===== config.mk =====
export PLATFORM = sky130hd
export DESIGN_NAME = led_frame_rd_ctrl
export DESIGN_NICKNAME = d
export VERILOG_FILES = /design/src/rtl/led_frame_rd_ctrl.sv
export SDC_FILE = /design/constraint.sdc
export NUM_CORES = 1
export LEC_CHECK = 0
export CORE_MARGIN = 3
export CORE_UTILIZATION = 45
export CTS_CLUSTER_DIAMETER = 100
export DETAILED_ROUTE_END_ITERATION = 10
export PLACE_DENSITY = 0.74
export SLEW_MARGIN = 25
export SYNTH_ARGS = -nofsm -noshare
export SYNTH_HDL_FRONTEND = slang
export SYNTH_SLANG_ARGS = --single-unit

===== constraint.sdc =====
create_clock -name rd_clk -period 3.9 [get_ports rd_clk]
set_input_delay 0.78 -clock rd_clk [delete_from_list [all_inputs] [get_ports rd_clk]]
set_output_delay 0.78 -clock rd_clk [all_outputs]
set_load 0.02 [all_outputs]

===== src/rtl/led_frame_rd_ctrl.sv =====
// led_frame_rd_ctrl: reads zone-brightness bytes from a FIFO, packs them into
// one frame word, hands it to the LED driver with valid/ready, then idles for
// an inter-frame gap.
// Ports:
//   rd_clk, rst_n            clock, async active-low reset
//   enable                   start/continue frame reads
//   fifo_empty, fifo_dout    FIFO status and read data (1-cycle read latency)
//   fifo_rd_en               FIFO read strobe
//   frame_data, frame_valid  assembled frame and its valid flag
//   frame_ready              driver accepts the frame
//   byte_cnt, busy           bytes captured in this frame; not idle
//   frame_cnt                accepted frames (wrapping)
//   err_timeout              starvation-abort pulse
// Optional feature: define LED_RD_TIMEOUT_EN to abort a frame starved mid-fill.
module led_frame_rd_ctrl #(
    parameter int BYTES_PER_FRAME = 40,
    parameter int CNT_W           = 6,
    parameter int GAP_CYCLES      = 16,
    parameter int TIMEOUT_CYCLES  = 1024
) (
    input  logic                         rd_clk,
    input  logic                         rst_n,
    input  logic                         enable,
    input  logic                         fifo_empty,
    input  logic [7:0]                   fifo_dout,
    output logic                         fifo_rd_en,
    output logic [8*BYTES_PER_FRAME-1:0] frame_data,
    output logic                         frame_valid,
    input  logic                         frame_ready,
    output logic [CNT_W-1:0]             byte_cnt,
    output logic                         busy,
    output logic [15:0]                  frame_cnt,
    output logic                         err_timeout
);

    localparam logic [CNT_W-1:0] BPF  = CNT_W'(BYTES_PER_FRAME);
    localparam logic [CNT_W-1:0] LAST = CNT_W'(BYTES_PER_FRAME - 1);
    localparam int GAP_W = (GAP_CYCLES > 1) ? $clog2(GAP_CYCLES) : 1;
    localparam logic [GAP_W-1:0] GAP_LAST =
        GAP_W'((GAP_CYCLES > 0) ? GAP_CYCLES - 1 : 0);

    typedef enum logic [1:0] {
        IDLE,
        FILL,
        PRESENT,
        GAP
    } state_t;

    state_t           state;
    state_t           state_nxt;
    logic [CNT_W-1:0] issued;
    logic             rd_pend;
    logic [GAP_W-1:0] gap_cnt;
    logic             last_cap;
    logic             accept;
    logic             gap_done;
    logic             abort;

    // rd_pend marks that fifo_dout carries a byte this cycle
    assign last_cap    = rd_pend && (byte_cnt == LAST);
    assign frame_valid = (state == PRESENT);
    assign accept      = frame_valid && frame_ready;
    assign gap_done    = (gap_cnt == GAP_LAST);
    assign busy        = (state != IDLE);

`ifdef LED_RD_TIMEOUT_EN
    localparam int TO_W = $clog2(TIMEOUT_CYCLES + 1);
    localparam logic [TO_W-1:0] TO_LAST = TO_W'(TIMEOUT_CYCLES - 1);

    logic [TO_W-1:0] starve;
    logic            starving;

    // an empty FIFO implies no read this cycle, so leaving the
    // starving condition is what clears the counter on a read
    assign starving = (state == FILL) && (byte_cnt != '0) && fifo_empty;
    assign abort    = starving && (starve == TO_LAST);

    always_ff @(posedge rd_clk or negedge rst_n) begin
        if (!rst_n) begin
            starve      <= '0;
            err_timeout <= 1'b0;
        end else begin
            err_timeout <= abort;
            if (starving && !abort)
                starve <= starve + 1'b1;
            else
                starve <= '0;
        end
    end
`else
    assign abort       = 1'b0;
    assign err_timeout = 1'b0;
`endif

    always_ff @(posedge rd_clk or negedge rst_n) begin
        if (!rst_n)
            state <= IDLE;
        else
            state <= state_nxt;
    end

    always_comb begin
        state_nxt  = state;
        fifo_rd_en = 1'b0;
        unique case (state)
            IDLE: begin
                if (enable)
                    state_nxt = FILL;
            end
            FILL: begin
                // issued caps reads, so no over-read even if empty drops
                // in the same cycle the last byte lands
                fifo_rd_en = !fifo_empty && (issued < BPF);
                if (abort)
                    state_nxt = enable ? FILL : IDLE;
                else if (last_cap)
                    state_nxt = PRESENT;
            end
            PRESENT: begin
                if (accept) begin
                    if (GAP_CYCLES > 0)
                        state_nxt = GAP;
                    else
                        state_nxt = enable ? FILL : IDLE;
                end
            end
            GAP: begin
                if (gap_done)
                    state_nxt = enable ? FILL : IDLE;
            end
        endcase
    end

    always_ff @(posedge rd_clk or negedge rst_n) begin
        if (!rst_n) begin
            issued     <= '0;
            rd_pend    <= 1'b0;
            byte_cnt   <= '0;
            frame_data <= '0;
            frame_cnt  <= '0;
            gap_cnt    <= '0;
        end else begin
            rd_pend <= fifo_rd_en;
            if (fifo_rd_en)
                issued <= issued + 1'b1;
            if (rd_pend) begin
                frame_data[8*byte_cnt +: 8] <= fifo_dout;
                byte_cnt <= byte_cnt + 1'b1;
            end
            if (abort) begin
                issued   <= '0;
                byte_cnt <= '0;
                rd_pend  <= 1'b0;
            end
            if (accept) begin
                frame_cnt <= frame_cnt + 1'b1;
                byte_cnt  <= '0;
                issued    <= '0;
            end
            if (state == GAP)
                gap_cnt <= gap_cnt + 1'b1;
            else
                gap_cnt <= '0;
        end
    end

endmodule


== Yosys cells after proc, flatten, opt, wreduce, memory -nomap -nowiden ==
Index checks and enable logic that the tools add are counted.
Storage, ports and cells
  bits in read-only memories: 0
  output and inout port bits: 346
  bits in latches: 0
  bits of input ports: 13
  memories: 0
  logic and storage cells: 46
  register bits: 355
  bits in writable memories: 0
Cells by class
  magnitude comparators: 1
  divide/modulo/power cells: 0
  reductions and logical operators: 9
  equality and inequality tests: 9
  multiplexer cells: 13
  add/sub/neg operators: 5
  multiply operators: 0
  shift-type cells: 2
  bitwise logic cells: 0
Operators with widths (count)
  $bwmux W320: 1
  $shift A8 B34 Y320 const A: 1
  $shiftx A8 B34 Y320: 1
  $neg A9 Y34: 1
  $mux W6: 4
  $add A16 B1 Y16 const B: 1
  $add A6 B1 Y6 const B: 2
  $mux W2: 4
  $pmux W2 S4: 1
  $eq A6 B6 Y1 const B: 1
  $lt A6 B6 Y1 const B: 1
  $ne A2 B2 Y1 const B: 3
  $reduce_bool A2 Y1: 3
  $add A4 B1 Y4 const B: 1
  $eq A2 B2 Y1 const B: 2
  $eq A4 B4 Y1 const B: 1
  $mux W4: 1
  $reduce_and A4 Y1: 1
  $logic_and A1 B1 Y1: 3
  $eq A2 B1 Y1 const B: 1
  $logic_not A2 Y1: 1
  $mux W1: 2
  $ne A2 B1 Y1 const B: 1
  $logic_not A1 Y1: 1

== Depth between registers and ports, before layout ==
Gate-level depths: netlist of the first run.
  depth after elaboration: 5
  mapped depth: 12

== Least setup slack after synthesis of the first run ==
No wires, ideal clock.
  path kind: register to register
  from: register byte_cnt[1]
  to: register frame_data[120]
  path slack: 0.857 ns
  stages on the path, launching flop included: 10
  data required time: 3.775 ns
  arrival: 2.918 ns
  setup time: 0.125 ns
  period minus slack after synthesis: 3.043 ns
  cells stage by stage: dfrtp_1 -> buf_2 -> or3_1 -> clkbuf_1 -> nor3_1 -> ha_1 -> and2_1 -> o211ai_1 -> a2111oi_4 -> mux2_2
On the way
  cells in the longest elaborated chain, start to end: 3
  elaborated cells on any way between the ends: 4
  classes of those cells: add/sub: 1; shift: 2; mux: 1
Ends and longest elaborated chain
  start: declaration: line 30  | output logic [CNT_W-1:0] byte_cnt,
  start signal: assignment: line 148  | byte_cnt <= byte_cnt + 1'b1;
  $neg A9 Y34 *: line 147  | frame_data[8*byte_cnt +: 8] <= fifo_dout;
  $shiftx A8 B34 Y320 or $shift A8 B34 Y320 (tied branches): line 147
  $bwmux W320 *: line 147
  end signal: indexed assignment: line 147
  end: declaration: line 27  | output logic [8*BYTES_PER_FRAME-1:0] frame_data,
Mark *: on every way between the ends. The rest lies on a longest branch, timed or not.
A chain may end at the register's enable or synchronous reset.

== Worst setup path in the final report of the first run ==
  from: register byte_cnt[1]
  to: register frame_data[18]
The elaborated chain is that of the path after synthesis.

==> qor.txt, run 1 <==
RUN STATUS
-----------------------------------------------------------------------------------------------------------------
Result of the run                                                                                    complete, no violations

FLOORPLAN
-----------------------------------------------------------------------------------------------------------------
Die height                                                                                                 190 um
I/O pin cnt                                                                                                   359
Die Span X                                                                                                 190 um
Die footprint                                                                                          36100 um^2
Standard-cell rows                                                                                             66
Initial Util                                                                                                0.463
Placeable core region                                                                                  32900 um^2

STA
-----------------------------------------------------------------------------------------------------------------
Max-slew violation count                                                                                        0
Worst slew margin relative to its limit                                                                     0.355
Final clock period utilization by the worst path                                                            0.916
Final Critical Period                                                                                     3.57 ns
Clock Skew                                                                                              0.0111 ns
Endpoints failing setup                                                                                         0
Worst Tran Pin Value                                                                                     0.965 ns
Max Freq                                                                                                0.280 GHz
Setup repair after global routing missed its margin                                                            no
Setup TNS Final                                                                                              0 ns
Final hold viol count                                                                                           0

LAYOUT
-----------------------------------------------------------------------------------------------------------------
Final antenna diode count                                                                                       0
Layout overhead on the synthesized area                                                                     35.3%
Net count reported at finish                                                                                 1620
Fraction of final layout cells sized beyond drive strength 1                                                0.215
Count of placed standard cells in the final layout, fillers left out                                         2063
Filler instances                                                                                             2599
Final cell area excluding filler cells                                                                 20600 um^2

ROUTE
-----------------------------------------------------------------------------------------------------------------
Detail Route Antenna Nets                                                                                       0
Average routed wire per standard cell                                                                     23.2 um
Pre-antenna DRT Iters                                                                                           5
Detailed Route WL                                                                                        48000 um
DRC Markers                                                                                                     0
Number of vias in the routed layout                                                                         11400
Vias/cell                                                                                                    5.54
Number of DRC markers after the initial detailed-route iteration                                              825

LOGIC SYNTHESIS
-----------------------------------------------------------------------------------------------------------------
Area fraction of the dominant cell type after synthesis                                                     0.582
Total of warnings raised by yosys                                                                               0
Fraction of registers with async set or reset after synthesis                                                1.00
Number of instances in the synthesized netlist                                                               1230
Number of distinct library cells after synthesis                                                               72
Post-synthesis compound-gate area fraction                                                                 0.0871
Summed instance area of the synthesized netlist                                                        15300 um^2
Number of enable flip-flop cells after synthesis                                                                0
Multiplexer share of the synthesized area                                                                   0.158
Number of synthesized register bits                                                                           355
Number of nets produced by synthesis                                                                         1254
Largest area contributor in the synthesized netlist                                                       dfrtp_1
Fraction of the mapped netlist area in simple logic gates                                                   0.115
Post-synthesis xor/xnor area fraction                                                                      0.0199
Arithmetic-cell share of the synthesized area counting full adders, half adders and majority gates        0.00902
Proportion of synthesized chip area in sequential cells                                                     0.582
Ys flop type                                                                                              dfrtp_1
Syn_area_per_cell                                                                                       12.4 um^2
Main combinational cell family by area after synthesis                                               multiplexers
Ranking of synthesized cells by area                                                                 dfrtp_1, mux2_2, o21ai_0

PLACEMENT
-----------------------------------------------------------------------------------------------------------------
HPWL after DPL                                                                                           34500 um
Routability-driven placement congestion ratio                                                               0.881
Cell count after placement                                                                                   1997
Count of buffers from port buffering                                                                          357
Dpl cell area                                                                                          19400 um^2

POWER
-----------------------------------------------------------------------------------------------------------------
Peak supply drop                                                                                           451 uV
Power density normalized to cell area                                                                 657 nW/um^2
Reported leakage power                                                                                    9.29 nW

CRITICAL PATH
-----------------------------------------------------------------------------------------------------------------
Worst EP required                                                                                         4.30 ns
Slowest-stage cell, CP                                                                                      or4_4
Crit path cell chain                                                                                 or3_1 -> nor3_1 -> ha_1 -> clkinv_1 -> or4_4 -> or2_1 -> mux2_4
Maximum net fanout on the critical path                                                                        40
Worst EP arrival                                                                                          3.98 ns
Kind of launch point of the worst setup path                                                             register
CP max stage delay                                                                                        0.79 ns
Endpoint class of the critical path                                                                      register
Crit Path Category                                                                                   register to register

CLOCKING
-----------------------------------------------------------------------------------------------------------------
TritonCTS Buffers                                                                                              39
H-tree levels                                                                                                   2
Number of hold buffers added after CTS                                                                          0
Postcts setup bufs                                                                                              0
TritonCTS clock tree                                                                                        built
Clk_lat worst skew                                                                                        0.52 ns
Root Driver                                                                                             clkbuf_16
Clk sinks                                                                                                     355
Max clock buf depth                                                                                             3
Post-cts resize count                                                                                           0
Clock-pin transition on the worst setup and hold timing paths                                             0.06 ns

GLOBAL ROUTE
-----------------------------------------------------------------------------------------------------------------
Maximum number of pins on one net before global-route repair                                                  115
Gr ovfl total                                                                                                   0
First-pass GRT wire length                                                                               73900 um
Total global-route track usage                                                                              0.264
Antenna violations before repair                                                                                1
Number of global-route vias before repair                                                                   12000

WORST HOLD PATH
-----------------------------------------------------------------------------------------------------------------
Class of the most critical hold timing path                                                          primary input to asynchronous set/reset pin

RUN
-----------------------------------------------------------------------------------------------------------------
Number of maximum-capacitance violations                                                                        0

final timing paths:
path                                              start                          end  slack [ns]  cells past startpoint
worst max register to register  byte_cnt[1]$_DFFE_PN0P_   frame_data[18]$_DFFE_PN0P_        0.33                      7
worst min-delay path                              rst_n    frame_cnt[10]$_DFFE_PN0P_        0.35                      1
min in group rd_clk                gap_cnt[0]$_DFF_PN0_         gap_cnt[0]$_DFF_PN0_        0.47                      1
worst min register to register     gap_cnt[0]$_DFF_PN0_         gap_cnt[0]$_DFF_PN0_        0.47                      1
worst max-delay path            byte_cnt[1]$_DFFE_PN0P_   frame_data[18]$_DFFE_PN0P_        0.33                      7
max in group asynchronous                         rst_n  frame_data[186]$_DFFE_PN0P_        2.65                      2
power by group:
group	internal (mW)	total (mW)	switching, mW	leakage [nW]
sequential	4.29	4.74	0.445	4.49
clock	2.11	3.55	1.44	0.604
combinational	1.89	5.28	3.39	4.20
layer usage:
metal	track usage	wire length (um)	share of wire	vias up
met5	0	0	0	-
met2	0.442	23100	0.48	467
met1	0.339	19300	0.40	5778
met4	0.0938	1900	0.040	0
li1	-	-	-	5072
met3	0.0591	3680	0.077	105
synth_stat cells, types with 3 or more instances:
master	number
and2_1	27
nand3_1	31
a21o_1	18
a21boi_0	4
a21bo_2	7
or3_1	7
and4_1	5
nor3_2	4
a21oi_2	3
buf_2	9
dfrtp_1	355
mux2i_1	13
mux2_2	200
nand4_1	23
buf_6	3
o31ai_1	34
nor2_1	59
xnor2_1	13
buf_4	4
clkbuf_1	54
a21oi_1	3
nand2b_1	9
a31o_2	4
nor3_1	21
o21ai_0	109
nor3_4	11
inv_1	30
nand2_1	73
ha_1	11
xor2_1	13
o41ai_1	4
and3_1	13
nor2b_1	5
layout by cell type, fill, tap and decap left out, types with 23 or more instances in the layout:
cell / Yosys / layout
clkdlybuf4s50_1: 0 / 356
dfrtp_1: 355 / 355
mux2_2: 200 / 200
o21ai_0: 109 / 109
nand2_1: 73 / 73
nor2_1: 59 / 58
clkbuf_16: 0 / 41
buf_4: 4 / 38
o31ai_1: 34 / 34
nand3_1: 31 / 31
inv_1: 30 / 30
and2_1: 27 / 27
nand4_1: 23 / 23
metrics by stage:
| stage | util | hold WS (ns) | total power [mW] | setup WS, ns |
|---|---|---|---|---|
| after floorplan | - | 0.432 | 7.61 | 0.857 |
| after global placement | 0.589 | 0.453 | 9.92 | 0.476 |
| after detailed placement | 0.589 | 0.459 | 10.0 | 0.367 |
| after CTS | 0.626 | 0.394 | 13.6 | 0.346 |
| after global routing | 0.626 | 0.412 | 14.2 | 0.111 |
| final | 0.626 | 0.353 | 13.6 | 0.327 |
final cells by class:
| cell class | instances | area [um^2] | area share |
|---|---|---|---|
| repair buffers | 397 | 3900 | 0.189 |
| well taps | 442 | 553 | 0.0268 |
| flip-flops and latches | 355 | 8880 | 0.430 |
| clock inverters | 6 | 38.8 | 0.00188 |
| multi-input cells | 772 | 5940 | 0.288 |
| clock buffers | 60 | 1200 | 0.0580 |
| inverters | 31 | 116 | 0.00564 |
critical path: cells and delay by family (launching register included):
kind	cells	cell delay (ns)
mux	1	0.33
simple gates	4	1.84
buf+inv	1	0.32
flops	1	0.52
fa+ha+maj	1	0.42
state kept, by name (all words and copies together), names as in the netlist:
signal and count:
frame_data 320, frame_cnt 16, byte_cnt 6, issued 6
gap_cnt 4, state 2, rd_pend 1
cells by family (layout without fill, tap and decap cells):
group                    count (synthesis)  count (layout)
buffers and inverters                  103             494
AND/OR/NAND/NOR                        311             311
XOR/XNOR                                30              30
AO/OA/AOI/OAI                          204             204
other                                    1               1
flip-flops                             355             355
multiplexers                           215             215
adder cells (fa/ha/maj)                 11              11
No activity file was read; power rests on OpenSTA's default activity.
==> inputs of run 2 (changes only) <==
- GPL_TIMING_DRIVEN: unset -> 0
==> run 2 against run 1 <==
Sequential share of layout area shrank 0.53 points. Final cell count rose by 2.1%. Via count rose by 3.0%. First-iteration DRC count fell by 3.3%. Wire length rose by 1.9%. Critical path depth increased by 3. Non-clock buffer count increased by 38. Sequential power shrank 0.8%. Cell area rose by 1.2%. Die area is the same. Clock power grew 9.0%.
==> qor.txt, run 2 (synthesized netlist as in run 1, its figures left out) <==
STA
-------------------------------------------------------------------------------
Final Critical Period                                                   3.74 ns
Worst hold margin                                                      0.217 ns
Worst slew margin relative to its limit                                   0.304
Worst Tran Pin Value                                                    1.04 ns
Clock Skew                                                            0.0219 ns
Max Freq                                                              0.267 GHz
Final hold viol count                                                         0
Endpoints failing setup                                                       0
Max-slew violation count                                                      0
Setup repair after global routing missed its margin                          no
Final clock period utilization by the worst path                          0.959

PLACEMENT
-------------------------------------------------------------------------------
HPWL after DPL                                                         34900 um
Routability-driven placement congestion ratio                             0.921
Count of buffers from port buffering                                        356

GLOBAL ROUTE
-------------------------------------------------------------------------------
Maximum number of pins on one net before global-route repair                 97
Total global-route track usage                                            0.266
Gr ovfl total                                                                 0
Number of global-route vias before repair                                 12000
Antenna violations before repair                                              0
First-pass GRT wire length                                             74100 um

CRITICAL PATH
-------------------------------------------------------------------------------
Crit path cell chain                                               buf_2 -> inv_1 -> ha_1 -> clkbuf_1 -> and2_1 -> clkbuf_1 -> nand2_1 -> nor4_1 -> clkbuf_1 -> mux2_2
Maximum net fanout on the critical path                                      10
CP max stage delay                                                      0.64 ns
Most used cell, CP                                                     clkbuf_1
Worst EP arrival                                                        4.16 ns
Worst EP required                                                       4.31 ns
Kind of launch point of the worst setup path                           register
Endpoint class of the critical path                                    register
Crit Path Category                                                 register to register
Slowest-stage cell, CP                                                   nor4_1

FLOORPLAN
-------------------------------------------------------------------------------
Die Span X                                                               190 um
Die height                                                               190 um
Standard-cell rows                                                           66
Die footprint                                                        36100 um^2
Placeable core region                                                32900 um^2
Initial Util                                                              0.463
I/O pin cnt                                                                 359

POWER
-------------------------------------------------------------------------------
Reported leakage power                                                  9.38 nW
Net switching power                                                     5.47 mW
Cell-internal power                                                     8.54 mW
Clock Power Share                                                         0.276
Power density normalized to cell area                               671 nW/um^2
Sequential share of power                                                 0.335
Peak supply drop                                                         366 uV
Combinational group share of total power                                  0.389
Fraction of power spent switching nets                                    0.390
Power consumption                                                       14.0 mW

ROUTE
-------------------------------------------------------------------------------
Detail Route Antenna Nets                                                     0
Vias/cell                                                                  5.58
DRC Markers                                                                   0
Pre-antenna DRT Iters                                                         5
Number of DRC markers after the initial detailed-route iteration            798
Number of vias in the routed layout                                       11800
Average routed wire per standard cell                                   23.2 um
Detailed Route WL                                                      48900 um

LAYOUT
-------------------------------------------------------------------------------
Net count reported at finish                                               1659
Footprint of the multi-input gates                                    5950 um^2
Fraction of final layout cells sized beyond drive strength 1              0.205
Commonest non-fill, non-tap cells in the layout                    dfrtp_1, clkdlybuf4s50_1, mux2_2, o21ai_0, nand2_1
Layout overhead on the synthesized area                                   37.0%
Final antenna diode count                                                     0
Register cell area after layout                                       8880 um^2
Biggest register                                                     frame_data
Filler instances                                                           2568
Largest register FFs                                                        320
Regs by FF count                                                   frame_data x320, frame_cnt x16

CLOCKING
-------------------------------------------------------------------------------
Root Driver                                                           clkbuf_16
Number of hold buffers added after CTS                                        0
TritonCTS clock tree                                                      built
TritonCTS Buffers                                                            40
H-tree levels                                                                 2
Clk_lat worst skew                                                      0.53 ns
Clk sinks                                                                   355
Max clock buf depth                                                           3
Clock-pin transition on the worst setup and hold timing paths           0.06 ns

WORST HOLD PATH
-------------------------------------------------------------------------------
Class of the most critical hold timing path                        primary input to asynchronous set/reset pin

RUN STATUS
-------------------------------------------------------------------------------
Result of the run                                                  complete, no violations

RUN
-------------------------------------------------------------------------------
Number of maximum-capacitance violations                                      0

==> run 2: path summary, 6_finish.rpt <==
| path | start | end | slack (ns) | cells after the start |
|---|---|---|---|---|
| worst max-delay path | byte_cnt[0]$_DFFE_PN0P_ | frame_data[10]$_DFFE_PN0P_ | 0.16 | 10 |
| min in group rd_clk | frame_cnt[15]$_DFFE_PN0P_ | frame_cnt[15]$_DFFE_PN0P_ | 0.48 | 1 |
| worst min register to register | frame_cnt[15]$_DFFE_PN0P_ | frame_cnt[15]$_DFFE_PN0P_ | 0.48 | 1 |
| worst max register to register | byte_cnt[0]$_DFFE_PN0P_ | frame_data[10]$_DFFE_PN0P_ | 0.16 | 10 |
| max in group asynchronous | rst_n | frame_data[147]$_DFFE_PN0P_ | 2.56 | 3 |
| worst min-delay path | rst_n | frame_cnt[10]$_DFFE_PN0P_ | 0.22 | 1 |
==> run 2: routing by layer <==
| layer | track usage | part of all wire | up-vias |
|---|---|---|---|
| met3 | 0.0623 | 0.079 | 106 |
| met4 | 0.0958 | 0.039 | 0 |
| met5 | 0 | 0 | - |
| li1 | - | - | 5157 |
| met2 | 0.432 | 0.47 | 542 |
| met1 | 0.351 | 0.41 | 5962 |
==> run 2: power by group through the flow <==
| stage | registers [mW] | clock network [mW] | logic (mW) |
|---|---|---|---|
| 6_report | 4.70 | 3.87 | 5.44 |
| 5_1_grt | 4.77 | 4.09 | 5.76 |
| 4_1_cts | 4.69 | 3.93 | 5.42 |
| 3_5_place_dp | 4.75 | 0 | 5.38 |
| 3_3_place_gp | 4.74 | 0 | 5.28 |
| 2_1_floorplan | 5.39 | 0 | 2.23 |
==> run 2: timing repair <==
item	4_1_cts	5_1_grt
buffers inserted	0	3
resized for setup	1	2
pin swaps	0	2
setup endpoints to repair	5	25
==> run 2: cell type report <==
| cell class | count | share of cell area |
|---|---|---|
| flip-flops and latches | 355 | 0.425 |
| repair buffers | 363 | 0.177 |
| clock buffers | 58 | 0.0564 |
| multi-input cells | 772 | 0.285 |
| well taps | 442 | 0.0265 |
| plain buffers | 72 | 0.0153 |
| clock inverters | 14 | 0.00904 |
| inverters | 31 | 0.00557 |
==> run 2: through the flow <==
| stage | TNS (ns) | utilization | cell area (um^2) | std cells | setup WS [ns] |
|---|---|---|---|---|---|
| after floorplan | 0 | - | 15300 | 1230 | 0.857 |
| after global placement | -4686.12 | 0.588 | 19400 | 2028 | -13.24 |
| after detailed placement | 0 | 0.592 | 19500 | 2032 | 0.0495 |
| after CTS | 0 | 0.633 | 20900 | 2104 | 0.118 |
| after global routing | 0 | 0.634 | 20900 | 2107 | 0.0159 |
| final | 0 | 0.634 | 20900 | 2107 | 0.159 |
==> run 2: worst max-delay path: cells and delay by family, from the launching register on <==
kind | cells | cell delay (ns)
buffers and inverters | 5 | 1.36
AND/OR/NAND/NOR | 3 | 1.05
flip-flops | 1 | 0.54
multiplexers | 1 | 0.38
adder cells (fa/ha/maj) | 1 | 0.29
==> inputs of run 3 (changes only) <==
- RECOVER_POWER: unset -> 50
==> run 3 against run 2 <==
The flow now finishes with violations (capacitance limit, slew limit). Fmax decreased by 0.58%. Worst setup slack got worse by 0.022 ns. First-iteration DRC count increased by 11%. Clock skew increased by 0.0012 ns. Core utilization about the same. Non-clock buffer count unchanged. Combinational power decreased by 1%. Global-route usage unchanged. Via count decreased by 0.42%. Power decreased by 0.65%. Die area unchanged. Sequential power about the same.
==> qor.txt, run 3 (synthesized netlist as in run 1, its figures left out) <==
CLOCKING
-------------------------------------------------------------------------------
Clock-pin transition on the worst setup and hold timing paths           0.06 ns
Number of hold buffers added after CTS                                        0
TritonCTS Buffers                                                            40
Clk_lat worst skew                                                      0.53 ns
Clk sinks                                                                   355
Max clock buf depth                                                           3
Root Driver                                                           clkbuf_16
TritonCTS clock tree                                                      built
H-tree levels                                                                 2

CRITICAL PATH
-------------------------------------------------------------------------------
Maximum net fanout on the critical path                                      10
Worst EP required                                                       4.32 ns
Slowest-stage cell, CP                                                   nor4_1
Kind of launch point of the worst setup path                           register
Worst EP arrival                                                        4.18 ns
Endpoint class of the critical path                                    register
CP Buf/Inv Count                                                              5
Most used cell, CP                                                     clkbuf_1
Logic depth of the worst register-to-register path                           10
Crit path cell chain                                               buf_2 -> inv_1 -> ha_1 -> clkbuf_1 -> and2_1 -> clkbuf_1 -> nand2_1 -> nor4_1 -> clkbuf_1 -> mux2_2
Total stage count of the critical path                                       10
CP max stage delay                                                      0.65 ns
Kind of cell adding the most delay to the critical path            buffers and inverters
Crit Path Category                                                 register to register

LAYOUT
-------------------------------------------------------------------------------
Regs by FF count                                                   frame_data x320, frame_cnt x16
Layout overhead on the synthesized area                                   36.9%
Fraction of final layout cells sized beyond drive strength 1              0.204
Footprint of the multi-input gates                                    5950 um^2
Filler instances                                                           2570
Final antenna diode count                                                     0
Final cell area excluding filler cells                               20900 um^2
Leading cell type in the layout, fill and taps excluded                 dfrtp_1
Register cell area after layout                                       8880 um^2
Finished Core Util                                                        0.634
Net count reported at finish                                               1659
Commonest non-fill, non-tap cells in the layout                    dfrtp_1, clkdlybuf4s50_1, mux2_2, dlygate4sd3_1, o21ai_0
Largest register FFs                                                        320
Biggest register                                                     frame_data

POWER
-------------------------------------------------------------------------------
Peak supply drop                                                         365 uV
Power density normalized to cell area                               667 nW/um^2
Reported leakage power                                                  9.68 nW

PLACEMENT
-------------------------------------------------------------------------------
Routability-driven placement congestion ratio                             0.921
Count of buffers from port buffering                                        356
Dpl cell area                                                        19500 um^2
HPWL after DPL                                                         34900 um

RUN
-------------------------------------------------------------------------------
Number of maximum-capacitance violations                                      1

GLOBAL ROUTE
-------------------------------------------------------------------------------
Antenna violations before repair                                              0
First-pass GRT wire length                                             74100 um
Total global-route track usage                                            0.266
Maximum number of pins on one net before global-route repair                 97
Gr ovfl total                                                                 0
Number of global-route vias before repair                                 12000

FLOORPLAN
-------------------------------------------------------------------------------
Standard-cell rows                                                           66
Die height                                                               190 um
Placeable core region                                                32900 um^2
Die Span X                                                               190 um
Die footprint                                                        36100 um^2
I/O pin cnt                                                                 359
Initial Util                                                              0.463

ROUTE
-------------------------------------------------------------------------------
Number of vias in the routed layout                                       11700
Detail Route Antenna Nets                                                     0
Pre-antenna DRT Iters                                                         5
Average routed wire per standard cell                                   23.2 um
Number of DRC markers after the initial detailed-route iteration            888
Detailed Route WL                                                      48900 um
DRC Markers                                                                   0
Vias/cell                                                                  5.56

STA
-------------------------------------------------------------------------------
Final clock period utilization by the worst path                          0.965
Final hold viol count                                                         0
Max-slew violation count                                                     62
Worst Tran Pin Value                                                    3.18 ns
Endpoints failing setup                                                       0
Setup repair after global routing missed its margin                          no
Max Freq                                                              0.266 GHz
Clock Skew                                                            0.0231 ns
Worst slew margin relative to its limit                                   -1.12
Final Critical Period                                                   3.76 ns

WORST HOLD PATH
-------------------------------------------------------------------------------
Hold depth                                                                    1
Class of the most critical hold timing path                        register to register

RUN STATUS
-------------------------------------------------------------------------------
Failing checks                                                     capacitance limit, slew limit
Result of the run                                                  complete, but fails checks

==> run 3: path summary, 6_finish.rpt <==
kind | slack (ns) | end | from
max | 0.14 | frame_data[10]$_DFFE_PN0P_ | byte_cnt[0]$_DFFE_PN0P_
min | 0.48 | frame_data[172]$_DFFE_PN0P_ | frame_data[172]$_DFFE_PN0P_
max reg2reg | 0.14 | frame_data[10]$_DFFE_PN0P_ | byte_cnt[0]$_DFFE_PN0P_
min reg2reg | 0.48 | frame_data[172]$_DFFE_PN0P_ | frame_data[172]$_DFFE_PN0P_
max in group asynchronous | 0.52 | frame_data[147]$_DFFE_PN0P_ | rst_n
min in group asynchronous | 1.43 | frame_cnt[10]$_DFFE_PN0P_ | rst_n
==> run 3: area by class of cell <==
class / instances / area share
clock buffers: 58 / 0.0565
flip-flops and latches: 355 / 0.425
inverters: 31 / 0.00557
multi-input cells: 772 / 0.285
well taps: 442 / 0.0265
plain buffers: 72 / 0.0153
clock inverters: 14 / 0.00905
repair buffers: 363 / 0.177
==> run 3: power breakdown <==
part | switching, mW | internal [mW]
Combinational | 3.56 | 1.80
Clock | 1.51 | 2.37
Sequential | 0.391 | 4.29
Total | 5.46 | 8.46
==> run 3: repair_timing <==
action,CTS,global route
buffers inserted,0,3
endpoints found under the setup margin,5,25
endpoints found under the hold margin,0,0
gates resized for setup,1,2
pin swaps,0,2
==> run 3: stage by stage <==
stage	setup slack (ns)	TNS [ns]	power, mW	hold WS, ns	cells
finish	0.137	0	13.9	0.477	2107
global route	0.0159	0	14.5	0.491	2107
CTS	0.118	0	14.0	0.217	2104
detailed placement	0.0495	0	10.1	0.468	2032
global placement	-13.24	-4686.12	10.0	0.456	2028
floorplan	0.857	0	7.61	0.432	1230
==> run 3: metal layers <==
| layer | global-route usage | routed length (um) |
|---|---|---|
| met1 | 0.351 | 20100 |
| met2 | 0.432 | 23100 |
| met3 | 0.0623 | 3850 |
| met4 | 0.0958 | 1870 |
| met5 | 0 | 0 |
